==> config.mk <==
export PLATFORM = sky130hd
export DESIGN_NAME = btn_debounce_events_flat
export DESIGN_NICKNAME = d
export VERILOG_FILES = /design/src/rtl/btn_debounce_events_pkg.sv /design/src/rtl/btn_debounce_events_if.sv /design/src/rtl/btn_debounce_chan.sv /design/src/rtl/btn_debounce_events.sv /design/src/flat_wrapper.sv
export SDC_FILE = /design/constraint.sdc
export NUM_CORES = 1
export LEC_CHECK = 0
export CAP_MARGIN = 0
export CORE_MARGIN = 2
export CORE_UTILIZATION = 59
export DETAILED_ROUTE_END_ITERATION = 7
export PLACE_DENSITY = 0.84
export SYNTH_ARGS = -nofsm -noshare
export SYNTH_HDL_FRONTEND = slang
export SYNTH_SLANG_ARGS = --single-unit
==> constraint.sdc <==
create_clock -name clk -period 7.7 [get_ports clk]
set_clock_uncertainty 0.2 [all_clocks]
set_input_delay 1.54 -clock clk [delete_from_list [all_inputs] [get_ports clk]]
set_output_delay 1.54 -clock clk [all_outputs]
set_load 0.01 [all_outputs]
==> src/rtl/btn_debounce_events_pkg.sv <==
// Shared event encoding for the button debounce/event block.
package btn_debounce_events_pkg;

  localparam int unsigned EVT_ID_W = 4;

  typedef enum logic [1:0] {
    EVT_PRESS   = 2'b00,
    EVT_RELEASE = 2'b01,
    EVT_LONG    = 2'b10
  } evt_type_t;

endpackage

==> src/rtl/btn_debounce_events_if.sv <==
// Event port towards the CPU-side register block (valid/ready plus overflow flag).
interface btn_debounce_events_if;
  import btn_debounce_events_pkg::*;

  logic                evt_valid;
  logic                evt_ready;
  logic [EVT_ID_W-1:0] evt_id;
  evt_type_t           evt_type;
  logic                evt_ovf;
  logic                ovf_clr;

  modport master (
    output evt_valid, evt_id, evt_type, evt_ovf,
    input  evt_ready, ovf_clr
  );

  modport slave (
    input  evt_valid, evt_id, evt_type, evt_ovf,
    output evt_ready, ovf_clr
  );
endinterface

==> src/rtl/btn_debounce_chan.sv <==
// One button: 2-FF synchroniser, debounce counter, level and edge pulses.
// Optional hold counter for long presses when BTN_LONG_PRESS_EN is defined.
module btn_debounce_chan #(
  parameter int unsigned DEBOUNCE_CYC = 1000000
`ifdef BTN_LONG_PRESS_EN
  , parameter int unsigned LONG_CYC = 50000000
`endif
) (
  input  logic clk,
  input  logic rst,
  input  logic raw,
  output logic level,
  output logic press_pulse,
  output logic release_pulse,
  output logic long_pulse
);
  localparam int unsigned CW = $clog2(DEBOUNCE_CYC);

  logic [1:0]    sync;
  logic [CW-1:0] cnt;

  always_ff @(posedge clk or posedge rst) begin
    if (rst) begin
      sync          <= '0;
      cnt           <= '0;
      level         <= 1'b0;
      press_pulse   <= 1'b0;
      release_pulse <= 1'b0;
    end else begin
      sync          <= {sync[0], raw};
      press_pulse   <= 1'b0;
      release_pulse <= 1'b0;
      if (sync[1] == level) begin
        cnt <= '0;
      end else if (cnt == CW'(DEBOUNCE_CYC - 1)) begin
        level         <= ~level;
        cnt           <= '0;
        press_pulse   <= ~level;
        release_pulse <= level;
      end else begin
        cnt <= cnt + 1'b1;
      end
    end
  end

`ifdef BTN_LONG_PRESS_EN
  localparam int unsigned HW = $clog2(LONG_CYC);

  logic [HW-1:0] hcnt;
  logic          hdone;

  // Counter saturates after firing so a held button reports long only once.
  always_ff @(posedge clk or posedge rst) begin
    if (rst) begin
      hcnt       <= '0;
      hdone      <= 1'b0;
      long_pulse <= 1'b0;
    end else begin
      long_pulse <= 1'b0;
      if (!level) begin
        hcnt  <= '0;
        hdone <= 1'b0;
      end else if (!hdone) begin
        if (hcnt == HW'(LONG_CYC - 1)) begin
          long_pulse <= 1'b1;
          hdone      <= 1'b1;
        end else begin
          hcnt <= hcnt + 1'b1;
        end
      end
    end
  end
`else
  assign long_pulse = 1'b0;
`endif

endmodule

==> src/rtl/btn_debounce_events.sv <==
// N-button debouncer with press/release(/long) event queueing onto a valid/ready port.
// Long-press events are built only when BTN_LONG_PRESS_EN is defined.
module btn_debounce_events
  import btn_debounce_events_pkg::*;
#(
  parameter int unsigned N_BTN        = 7,
  parameter int unsigned DEBOUNCE_CYC = 1000000,
  parameter int unsigned LONG_CYC     = 50000000
) (
  input  logic                  clk,
  input  logic                  rst,
  input  logic [N_BTN-1:0]      btn_raw,
  output logic [N_BTN-1:0]      btn_level,
  output logic [N_BTN-1:0]      press_pulse,
  output logic [N_BTN-1:0]      release_pulse,
  output logic [N_BTN-1:0]      long_pulse,
  btn_debounce_events_if.master evt
);

  if (N_BTN < 1 || N_BTN > 16) begin : g_bad_n_btn
    $error("N_BTN must be 1..16");
  end
  if (DEBOUNCE_CYC < 2) begin : g_bad_debounce
    $error("DEBOUNCE_CYC must be at least 2");
  end
  if (LONG_CYC < 2) begin : g_bad_long
    $error("LONG_CYC must be at least 2");
  end

  for (genvar g = 0; g < N_BTN; g++) begin : g_chan
    btn_debounce_chan #(
      .DEBOUNCE_CYC(DEBOUNCE_CYC)
`ifdef BTN_LONG_PRESS_EN
      , .LONG_CYC(LONG_CYC)
`endif
    ) u_chan (
      .clk          (clk),
      .rst          (rst),
      .raw          (btn_raw[g]),
      .level        (btn_level[g]),
      .press_pulse  (press_pulse[g]),
      .release_pulse(release_pulse[g]),
      .long_pulse   (long_pulse[g])
    );
  end

  logic [N_BTN-1:0]    press_p, rel_p, long_p;
  logic [N_BTN-1:0]    clr_press, clr_rel, clr_long;
  logic                load, found, ovf_set;
  logic [EVT_ID_W-1:0] sel_id;
  evt_type_t           sel_type;

  // Lowest index wins; within a button press > long > release.
  always_comb begin
    load      = !evt.evt_valid || evt.evt_ready;
    found     = 1'b0;
    sel_id    = '0;
    sel_type  = EVT_PRESS;
    clr_press = '0;
    clr_rel   = '0;
    clr_long  = '0;
    for (int unsigned i = 0; i < N_BTN; i++) begin
      if (!found && (press_p[i] || long_p[i] || rel_p[i])) begin
        found  = 1'b1;
        sel_id = EVT_ID_W'(i);
        if (press_p[i]) begin
          sel_type     = EVT_PRESS;
          clr_press[i] = load;
        end else if (long_p[i]) begin
          sel_type    = EVT_LONG;
          clr_long[i] = load;
        end else begin
          sel_type   = EVT_RELEASE;
          clr_rel[i] = load;
        end
      end
    end
    ovf_set = |((press_pulse & press_p & ~clr_press) |
                (release_pulse & rel_p & ~clr_rel) |
                (long_pulse & long_p & ~clr_long));
  end

  // A new pulse overrides a same-cycle clear of its flag.
  always_ff @(posedge clk or posedge rst) begin
    if (rst) begin
      press_p <= '0;
      rel_p   <= '0;
    end else begin
      press_p <= press_pulse | (press_p & ~clr_press);
      rel_p   <= release_pulse | (rel_p & ~clr_rel);
    end
  end

`ifdef BTN_LONG_PRESS_EN
  always_ff @(posedge clk or posedge rst) begin
    if (rst) long_p <= '0;
    else     long_p <= long_pulse | (long_p & ~clr_long);
  end
`else
  assign long_p = '0;
`endif

  always_ff @(posedge clk or posedge rst) begin
    if (rst) begin
      evt.evt_valid <= 1'b0;
      evt.evt_id    <= '0;
      evt.evt_type  <= EVT_PRESS;
      evt.evt_ovf   <= 1'b0;
    end else begin
      if (load) begin
        evt.evt_valid <= found;
        if (found) begin
          evt.evt_id   <= sel_id;
          evt.evt_type <= sel_type;
        end
      end
      if (ovf_set)          evt.evt_ovf <= 1'b1;
      else if (evt.ovf_clr) evt.evt_ovf <= 1'b0;
    end
  end

endmodule

==> src/flat_wrapper.sv <==
// flat-port wrapper written by rule: the top's interface ports become plain ports
module btn_debounce_events_flat import btn_debounce_events_pkg::*;
#(
  parameter int unsigned N_BTN        = 7,
  parameter int unsigned DEBOUNCE_CYC = 1000000,
  parameter int unsigned LONG_CYC     = 50000000
)
  (clk, rst, btn_raw, btn_level, press_pulse, release_pulse, long_pulse, evt_evt_valid, evt_evt_id, evt_evt_type, evt_evt_ovf, evt_evt_ready, evt_ovf_clr);
  btn_debounce_events_if evt_i ();
  input  logic clk;
  input  logic rst;
  input  logic [N_BTN-1:0] btn_raw;
  output logic [N_BTN-1:0] btn_level;
  output logic [N_BTN-1:0] press_pulse;
  output logic [N_BTN-1:0] release_pulse;
  output logic [N_BTN-1:0] long_pulse;
  output wire logic [$bits(evt_i.evt_valid)-1:0] evt_evt_valid;
  output wire logic [$bits(evt_i.evt_id)-1:0] evt_evt_id;
  output wire logic [$bits(evt_i.evt_type)-1:0] evt_evt_type;
  output wire logic [$bits(evt_i.evt_ovf)-1:0] evt_evt_ovf;
  input wire logic [$bits(evt_i.evt_ready)-1:0] evt_evt_ready;
  input wire logic [$bits(evt_i.ovf_clr)-1:0] evt_ovf_clr;
  assign evt_evt_valid = evt_i.evt_valid;
  assign evt_evt_id = evt_i.evt_id;
  assign evt_evt_type = evt_i.evt_type;
  assign evt_evt_ovf = evt_i.evt_ovf;
  assign evt_i.evt_ready = evt_evt_ready;
  assign evt_i.ovf_clr = evt_ovf_clr;
  btn_debounce_events #(.N_BTN(N_BTN), .DEBOUNCE_CYC(DEBOUNCE_CYC), .LONG_CYC(LONG_CYC)) u_core (.clk(clk), .rst(rst), .btn_raw(btn_raw), .btn_level(btn_level), .press_pulse(press_pulse), .release_pulse(release_pulse), .long_pulse(long_pulse), .evt(evt_i));
endmodule
# After elaboration in Yosys (flattened, before gate mapping)
# Cells that the tools add are included.
# word_totals
regBits	197
in_bits	11
out_inout_bits	36
wordCells	217
# op_classes
addsub	7
n_eq_ne	14
mux	99
n_bitwise	25
n_reduce_logical	31
# ops
op	count
20-bit 2-to-1 mux	14
20-bit by 1-bit adder with 20-bit output (second input constant)	7
20-bit equality test (second input constant)	7
1-bit 2-to-1 mux	74
7-bit AND	6
7-bit OR	3
4-bit 2-to-1 mux	5
2-bit AND reduction	8
1-bit inverter	14
7-bit inverter	2
2-bit 2-to-1 mux	6
1-bit logical OR	8
1-bit equality test	7
1-bit zero test	7
7-bit OR reduction	1
1-bit logical AND	6
2-bit nonzero test	1

# Depth between registers and ports, before layout
# logic_depth
depth_word	25
depth_mapped	7
ltp_nobuf	6

# Modules after synthesis
# A second synthesis with hierarchy kept.
# unflattened
cells_unflattened	911
area_unflattened_um2	9765.6
# modules_own_cells
module	n_inst	cells_each	area_per_inst_um2	seq_area_each_um2
btn_debounce_chan	7	113	1236.2	625.6
btn_debounce_events	1	120	1112.3	500.5

# Least setup slack after synthesis
# OpenSTA, ideal clock, no wires.
# synth_path
path_type	in2reg
startpoint	in evt_evt_ready
endpoint	reg u_core.evt.evt_ovf
setup_time_ps	133
arrival_ps	2510
required_ps	7367
slack_ps	4857
path_stages	5
n_path_buf	0
cell_sequence	nor2b_1 or4_4 o211a_1 nor4_1 nand3_1
# synth_between
elab_chain_cells	8
word_cells_on_any_way	37
cone_classes	mux: 29; bitwise: 5; reduce/logical: 3
# synth_rtl
item	line_no	rtl
from (decl)	flat_wrapper.sv:21	input wire logic [$bits(evt_i.evt_ready)-1:0] evt_evt_ready;
1-bit logical OR (*)	btn_debounce_events.sv:55	load = !evt.evt_valid || evt.evt_ready;
1-bit 2-to-1 mux	btn_debounce_events.sv:66	if (press_p[i]) begin
1-bit 2-to-1 mux	btn_debounce_events.sv:63	if (!found && (press_p[i] || long_p[i] || rel_p[i])) begin
7-bit inverter (on tied branches)	btn_debounce_events.sv:78, btn_debounce_events.sv:79	
7-bit AND (on tied branches)	btn_debounce_events.sv:78, btn_debounce_events.sv:79	
7-bit OR (*)	btn_debounce_events.sv:78	ovf_set = |((press_pulse & press_p & ~clr_press) |
7-bit OR reduction (*)	btn_debounce_events.sv:78	
1-bit 2-to-1 mux / 2-bit nonzero test (equally long branches)	n/a	
to (signal assigned)	btn_debounce_events.sv:108	evt.evt_ovf <= 1'b0;
to (signal assigned)	btn_debounce_events.sv:117	if (ovf_set) evt.evt_ovf <= 1'b1;
to (signal assigned)	btn_debounce_events.sv:118	else if (evt.ovf_clr) evt.evt_ovf <= 1'b0;
to (decl)	btn_debounce_events_if.sv:13	output evt_valid, evt_id, evt_type, evt_ovf,
# Every way passes the cells marked *; elsewhere a longest branch is shown, timed or not.
# A chain may end at the register's enable or synchronous reset.

# Worst setup path in the final report
# layout_path
startpoint	reg u_core.g_chan[4].u_chan.release_pulse
endpoint	out release_pulse[4]
# layout_rtl
item	line_no	rtl
from (decl)	btn_debounce_chan.sv:14	output logic release_pulse,
from (signal assigned)	btn_debounce_chan.sv:39	release_pulse <= level;
to (decl)	flat_wrapper.sv:15	output logic [N_BTN-1:0] release_pulse;
# No word-level cell between the ends.

==> results.py <==
metrics = {
    "die": {
        "die_w_um": 127,
        "core_sq_um": 15000,
        "start_util_pct": 59.7,
        "num_rows": 45,
        "die_height_um": 127,
        "ios": 47,
        "fp.dieArea_sq_um": 16200,
    },
    "worst_setup_path": {
        "crit_type": "reg -> out",
        "path_buf_inv": 1,
        "cp-end-kind": "output pin",
        "crit_path_cell_trace": "clkdlybuf4s50_1",
        "reg2reg_to": "u_core.evt.evt_ovf",
        "setup.worst_path.end": "release_pulse[4]",
        "max_stage_delay_ps": 590,
        "crit_required_ps": 5960,
        "slowest_stage": "clkdlybuf4s50_1",
        "worstSetupStartpointType": "register",
        "crit_arrival_ps": 1500,
        "worst-r2r-cell-count": 5,
        "cp_max_fo": 6,
        "worstReg2RegStart": "u_core.press_p[1]",
        "crit_family": "buffers and inverters",
        "cp.depth": 1,
        "cp-startpoint": "u_core.g_chan[4].u_chan.release_pulse",
        "r2r_slack_ps": 5070,
    },
    "detailed_routing": {
        "wirelength_um": 16400,
        "vias": 6208,
        "vias_per_cell": 5.67,
        "wire_per_inst_um": 15.0,
        "firstDrtPassIters": 5,
        "drcViolationCount": 0,
        "drtIter0Drc": 506,
        "drtAntennaViolNets": 0,
    },
    "clock_tree": {
        "cts_buffers": 17,
        "numClockSinks": 195,
        "ctsHoldBuffers": 0,
        "ctsResizeCount": 0,
        "h-tree-depth": 4,
        "post-cts-setup-buffers": 0,
        "cts_root_buffer": "clkbuf_16",
        "path_clk_slew_ps": 70,
        "cts_tree": "done",
        "cts_buffer_depth": 2,
        "clk_latency_ps": 430,
    },
    "yosys": {
        "yosys_warnings": 0,
        "muxShareOfSynthArea_pct": 1.00,
        "synth_compound_area_share_pct": 3.25,
        "synth_top_cell_area_share_pct": 54.4,
        "yosys.area_share.simple_pct": 24.1,
        "syn_area_per_cell_sq_um": 10.3,
        "ys_seq_elements": 195,
        "ys_types": 48,
        "syn-cell-area_sq_um": 8980,
        "yosysSeqAreaShare_pct": 54.4,
        "ys_top_cells_by_area": "dfrtp_1 (54%), xor2_1 (6.7%), nor2_1 (6.4%), xnor2_1 (6.0%), nand3_1 (3.3%)",
        "synth_fa_ha_area_share_pct": 0.976,
        "synthCells": 869,
        "synth_xor_xnor_area_share_pct": 12.7,
        "synth_top_area_cell": "dfrtp_1",
        "synth_top_family_by_area": "simple AND/OR/NAND/NOR gates",
    },
    "global_routing": {
        "antenna_found_initial": 0,
        "grt_overflow": 0,
        "grt_pass1_wl_um": 28500,
        "grt_usage_pct": 21.7,
        "grt_pass1_vias": 6089,
        "grt_max_degree": 143,
    },
    "run": {
        "maxCapViolations": 0,
    },
    "place": {
        "port_buffers": 37,
        "hpwl_um": 10700,
        "placed_cell_area_sq_um": 9360,
        "dp.cells": 1062,
        "gp_congestion": 0.826,
    },
    "cells_and_area": {
        "nFillCells": 1105,
        "fin_area_sq_um": 9990,
        "syn2layout_area_growth_pct": 11.3,
        "multi_input_area_sq_um": 3800,
        "antenna_cells": 0,
        "finalNonFillerCells": 1094,
        "register_area_sq_um": 4880,
        "drive_above_1_share_pct": 4.97,
        "fin_util_pct": 66.4,
        "final_nets": 911,
    },
    "sta": {
        "finalHoldViolations": 0,
        "grt_setup_unrepaired": "false",
        "slew_headroom_pct": 39.4,
        "setup_viol": 0,
        "tightest_slew_ps": 908,
        "drv_slew": 0,
        "setup_tns_ps": 0,
        "post-route-period-util_pct": 42.1,
        "fin_crit_ps": 3240,
        "max_freq_ghz": 0.308,
    },
    "power": {
        "total_power_uw": 2060,
        "powerDensity_nw_per_um2": 206,
        "ir_drop_mv": 0.161,
        "cellLeakagePower_uw": 0.00448,
    },
    "worst_hold_path": {
        "hp-class": "reg -> reg",
        "worstHoldPathCells": 0,
    },
    "outcome": {
        "status": "finished, final reports clean",
    },
}
==> area by class of cell <==
type	instances	share of cell area [%]
Sequential cell	195	48.9
Multi-Input combinational cell	627	38.1
Clock buffer	18	4.30
Timing Repair Buffer	38	3.78
Tap cell	188	2.36
Clock inverter	14	2.02
Inverter	14	0.601
==> through the flow <==
| step | setup WS, ps | hold WS (ps) |
|---|---|---|
| floorplan | 648 | 131 |
| global placement | 4020 | 132 |
| detailed placement | 4000 | 135 |
| CTS | 4440 | 150 |
| global route | 4240 | 170 |
| finish | 4460 | 149 |
==> cell usage in the layout, fill, tap and decap left out, types with 10 or more instances in the layout <==
master / netlist / final
nand3_1: 59 / 59
inv_1: 14 / 13
clkbuf_16: 0 / 17
and3_1: 35 / 35
clkdlybuf4s50_1: 0 / 37
xor2_1: 69 / 69
nor4b_1: 10 / 10
xnor2_1: 61 / 61
nor3b_1: 15 / 15
nor2_1: 153 / 153
nand4_1: 29 / 29
nand2_1: 53 / 53
dfrtp_1: 195 / 195
nor3_1: 20 / 20
nor4_1: 19 / 19
==> metal layers <==
layer	vias to the layer above	global-route usage, %	routed length (um)
met5	-	0	0
met4	0	7.24	301
met3	35	5.03	582
met2	149	33.8	7840
met1	3035	30.5	7710
li1	2989	-	-
==> cell families after synthesis <==
family                   count (synthesis)
AND/OR/NAND/NOR                        430
flip-flops                             195
XOR/XNOR                               130
buffers and inverters                   55
AO/OA/AOI/OAI                           43
multiplexers                             8
adder cells (fa/ha/maj)                  7
other                                    1
==> cells in the mapped netlist, drive strengths merged <==
cell type,n
and3,35
o21ai,9
xnor2,61
a22o,1
nor4b,10
inv,14
and4b,3
nand4,29
nor4,19
a32oi,1
or4,4
a21o,9
xor2,69
nand4b,3
o2111ai,1
o221ai,1
nand2b,8
nor2b,3
o211a,1
o211ai,1
o311ai,2
buf,33
conb,1
and4,2
nor3b,15
nand2,53
or2,2
o31ai,1
a21oi,9
a31oi,1
nor2,153
and2,4
mux2,8
ha,7
o21bai,3
a2111oi,1
nor3,21
a311oi,1
clkbuf,8
dfrtp,195
nor4bb,2
nand3,59
or3,5
a222oi,1
==> worst min path at each step <==
stage,startpoint,endpoint,slack [ps]
floorplan,u_core.g_chan[0].u_chan.sync[0],u_core.g_chan[0].u_chan.sync[1],130
global placement,u_core.g_chan[6].u_chan.sync[0],u_core.g_chan[6].u_chan.sync[1],130
detailed placement,u_core.g_chan[3].u_chan.sync[0],u_core.g_chan[3].u_chan.sync[1],130
CTS,u_core.g_chan[3].u_chan.sync[0],u_core.g_chan[3].u_chan.sync[1],150
global route,u_core.g_chan[3].u_chan.sync[0],u_core.g_chan[3].u_chan.sync[1],170
finish,u_core.g_chan[3].u_chan.sync[0],u_core.g_chan[3].u_chan.sync[1],150
==> state kept, by name (all words and copies together), names as in the netlist <==
name                                cells
u_core.evt.evt_valid                    1
u_core.evt.evt_ovf                      1
u_core.evt.evt_type                     1
u_core.g_chan.u_chan.release_pulse      7
u_core.rel_p                            7
u_core.g_chan.u_chan.sync              14
u_core.g_chan.u_chan.cnt              140
u_core.g_chan.u_chan.level              7
u_core.evt.evt_id                       3
u_core.g_chan.u_chan.press_pulse        7
u_core.press_p                          7
==> where the power goes <==
part / internal, uW / leakage, uW / total (uW) / switching, uW
Clock: 549 / 0.000302 / 943 / 394
Sequential: 1040 / 0.00267 / 1050 / 14.8
Combinational: 20.7 / 0.00151 / 64.2 / 43.5
Total: 1610 / 0.00448 / 2060 / 452
No activity file was read; power rests on OpenSTA's default activity.
==> edit: new RTL, same flow settings <==
The option `BTN_LONG_PRESS_EN` is turned on by a define.
--- a/src/rtl/btn_debounce_chan.sv
+++ b/src/rtl/btn_debounce_chan.sv
@@ -2,2 +2,4 @@
 // Optional hold counter for long presses when BTN_LONG_PRESS_EN is defined.
+`define BTN_LONG_PRESS_EN
+
 module btn_debounce_chan #(
Function: same outputs for any inputs over 10 cycles, from zero or initial values and one cycle with rst high; that may be too few to reach the edited logic, so the function may still have changed.
==> edit against the original RTL <==
Setup slack got worse by 0.65 ns. Power rose by 110%. Synthesized area up 120%. Die area rose by 110%. Count of clock-buffer cells in the layout increased by 47. Sequential cell count up 204. First-iteration DRC count increased by 90%. Cell area is 120% higher. Clock power increased by 120%. Synthesized cell count is 120% higher. Combinational power increased by 42%. Register-to-register slack got worse by 0.86 ns. Critical path depth did not move. Wire length up 120%. Critical endpoint is now btn_level[3]. Largest power group unchanged.
==> edit: results <==
group,metric,value,unit
pwr,ir_drop,0.222,mV
setup_path,reg2reg_from,"u_core.g_chan[3].u_chan.level$_DFFE_PP0P_",
cts,htree_levels,2,
setup_path,crit_fanout,34,
timing,tightestPinTransition,1.05,ns
layout,nets,1973,
synthesis,syn_inst,1932,
route,wl_per_cell,15.2,um
placed_design,post-place-ws,3.61,ns
cts,cts_made_buffers,43,
synthesis,ys_types,73,
pwr,internal-power,3.38,mW
timing,layout_setup_ws,3.81,ns
global_route,grt_max_degree,164,
placed_design,post_dp_cell_area,20200,um2
setup_path,cp_slowest_stage_delay,0.91,ns
route,wl_met2,17.8,mm
setup_path,rr_endpoint,"u_core.g_chan[3].u_chan.hcnt[14]$_DFFE_PP0P_",
run_status,status,"complete, no violations",
global_route,use_met3,0.0342,
synthesis,ys_seq_area_frac,0.512,
layout,drive_above_1_share,0.0481,
layout,largestRegisters,"u_core.g_chan.u_chan.hcnt: 182 flops, u_core.g_chan.u_chan.cnt: 140 flops, u_core.g_chan.u_chan.sync: 14 flops",
placed_design,dp_cells,2345,
setup_path,path_delay_family,"flip-flops",
setup_path,critPathSlowestCell,"dfrtp_1",
pwr,combPwrFrac,0.021,
placed_design,gp_congestion,0.866,
global_route,met2_usage,0.364,
min_path,hold_start,"u_core.g_chan[1].u_chan.sync[0]$_DFF_PP0_",
setup_path,crit_arrival,2.15,ns
timing,holdWs,0.146,ns
placed_design,io_buffer_count,45,
route,wl_met1,16.8,mm
global_route,grt_pass1_vias,13500,
synthesis,yosysWarnings,0,
global_route,grt_pass1_wl,63.3,mm
cts,cts_buffer_depth,3,
pwr,p_sw_frac,0.207,
global_route,grtUsageTotal,0.221,
synthesis,synthTopCellsByCount,"dfrtp_1 (399), nor2_1 (196), and2_1 (164), xnor2_1 (147), xor2_1 (143)",
placed_design,dpl.hpwl,24.2,mm
route,first_iter_violations,960,
pwr,seq_power_share,0.499,
setup_path,r2r_cells,6,
synthesis,yosys-top-cells-area,"dfrtp_1 (51%), xnor2_1 (6.6%), xor2_1 (6.4%)",
pwr,p_leak,9.77,nW
layout,finalNonFillerCells,2418,
cts,clk_latency,0.54,ns
min_path,holdPathEnd,"u_core.g_chan[1].u_chan.sync[1]$_DFF_PP0_",
global_route,gr-usage-met1,0.307,
route,wl_met3,1.46,mm
[edit: cell count changes in the layout (fill, tap and decap cells not counted), sizes merged, moves of 74 or more]
cell,before,now
nand2,53,134
nand3,59,133
xor2,69,143
dfrtp,195,399
and2,4,164
xnor2,61,147
[edit: how the worst max path moves through the flow]
stage                                                   start                               end  depth (start not counted)
finish              u_core.g_chan[3].u_chan.level$_DFFE_PP0P_                      btn_level[3]                          1
detailed placement                              evt_evt_ready    u_core.evt.evt_ovf$_DFFE_PP0P_                          7
global route        u_core.g_chan[0].u_chan.level$_DFFE_PP0P_                      btn_level[0]                          1
global placement                                evt_evt_ready    u_core.evt.evt_ovf$_DFFE_PP0P_                          7
CTS                 u_core.g_chan[5].u_chan.level$_DFFE_PP0P_                      btn_level[5]                          1
floorplan                                                 rst  u_core.evt.evt_id[0]$_DFFE_PP0P_                          1
[edit: cell type report]
cell class | count | area (um2)
clock buffers | 65 | 1360
clock inverters | 8 | 71.3
repair buffers | 49 | 505
inverters | 40 | 154
multi-input cells | 1415 | 8970
well taps | 442 | 553
flip-flops and latches | 399 | 9980
fillers | 2476 | 10900
[edit: kinds of logic (layout without fill, tap and decap cells)]
| logic type | count (synthesis) | count (layout) | synth area share |
|---|---|---|---|
| other | 1 | 1 | 0.000192 |
| adder cells (fa/ha/maj) | 14 | 14 | 0.00897 |
| buffers and inverters | 118 | 162 | 0.0288 |
| AO/OA/AOI/OAI | 100 | 100 | 0.0353 |
| AND/OR/NAND/NOR | 997 | 997 | 0.278 |
| multiplexers | 13 | 13 | 0.00712 |
| flip-flops | 399 | 399 | 0.512 |
| XOR/XNOR | 290 | 290 | 0.130 |
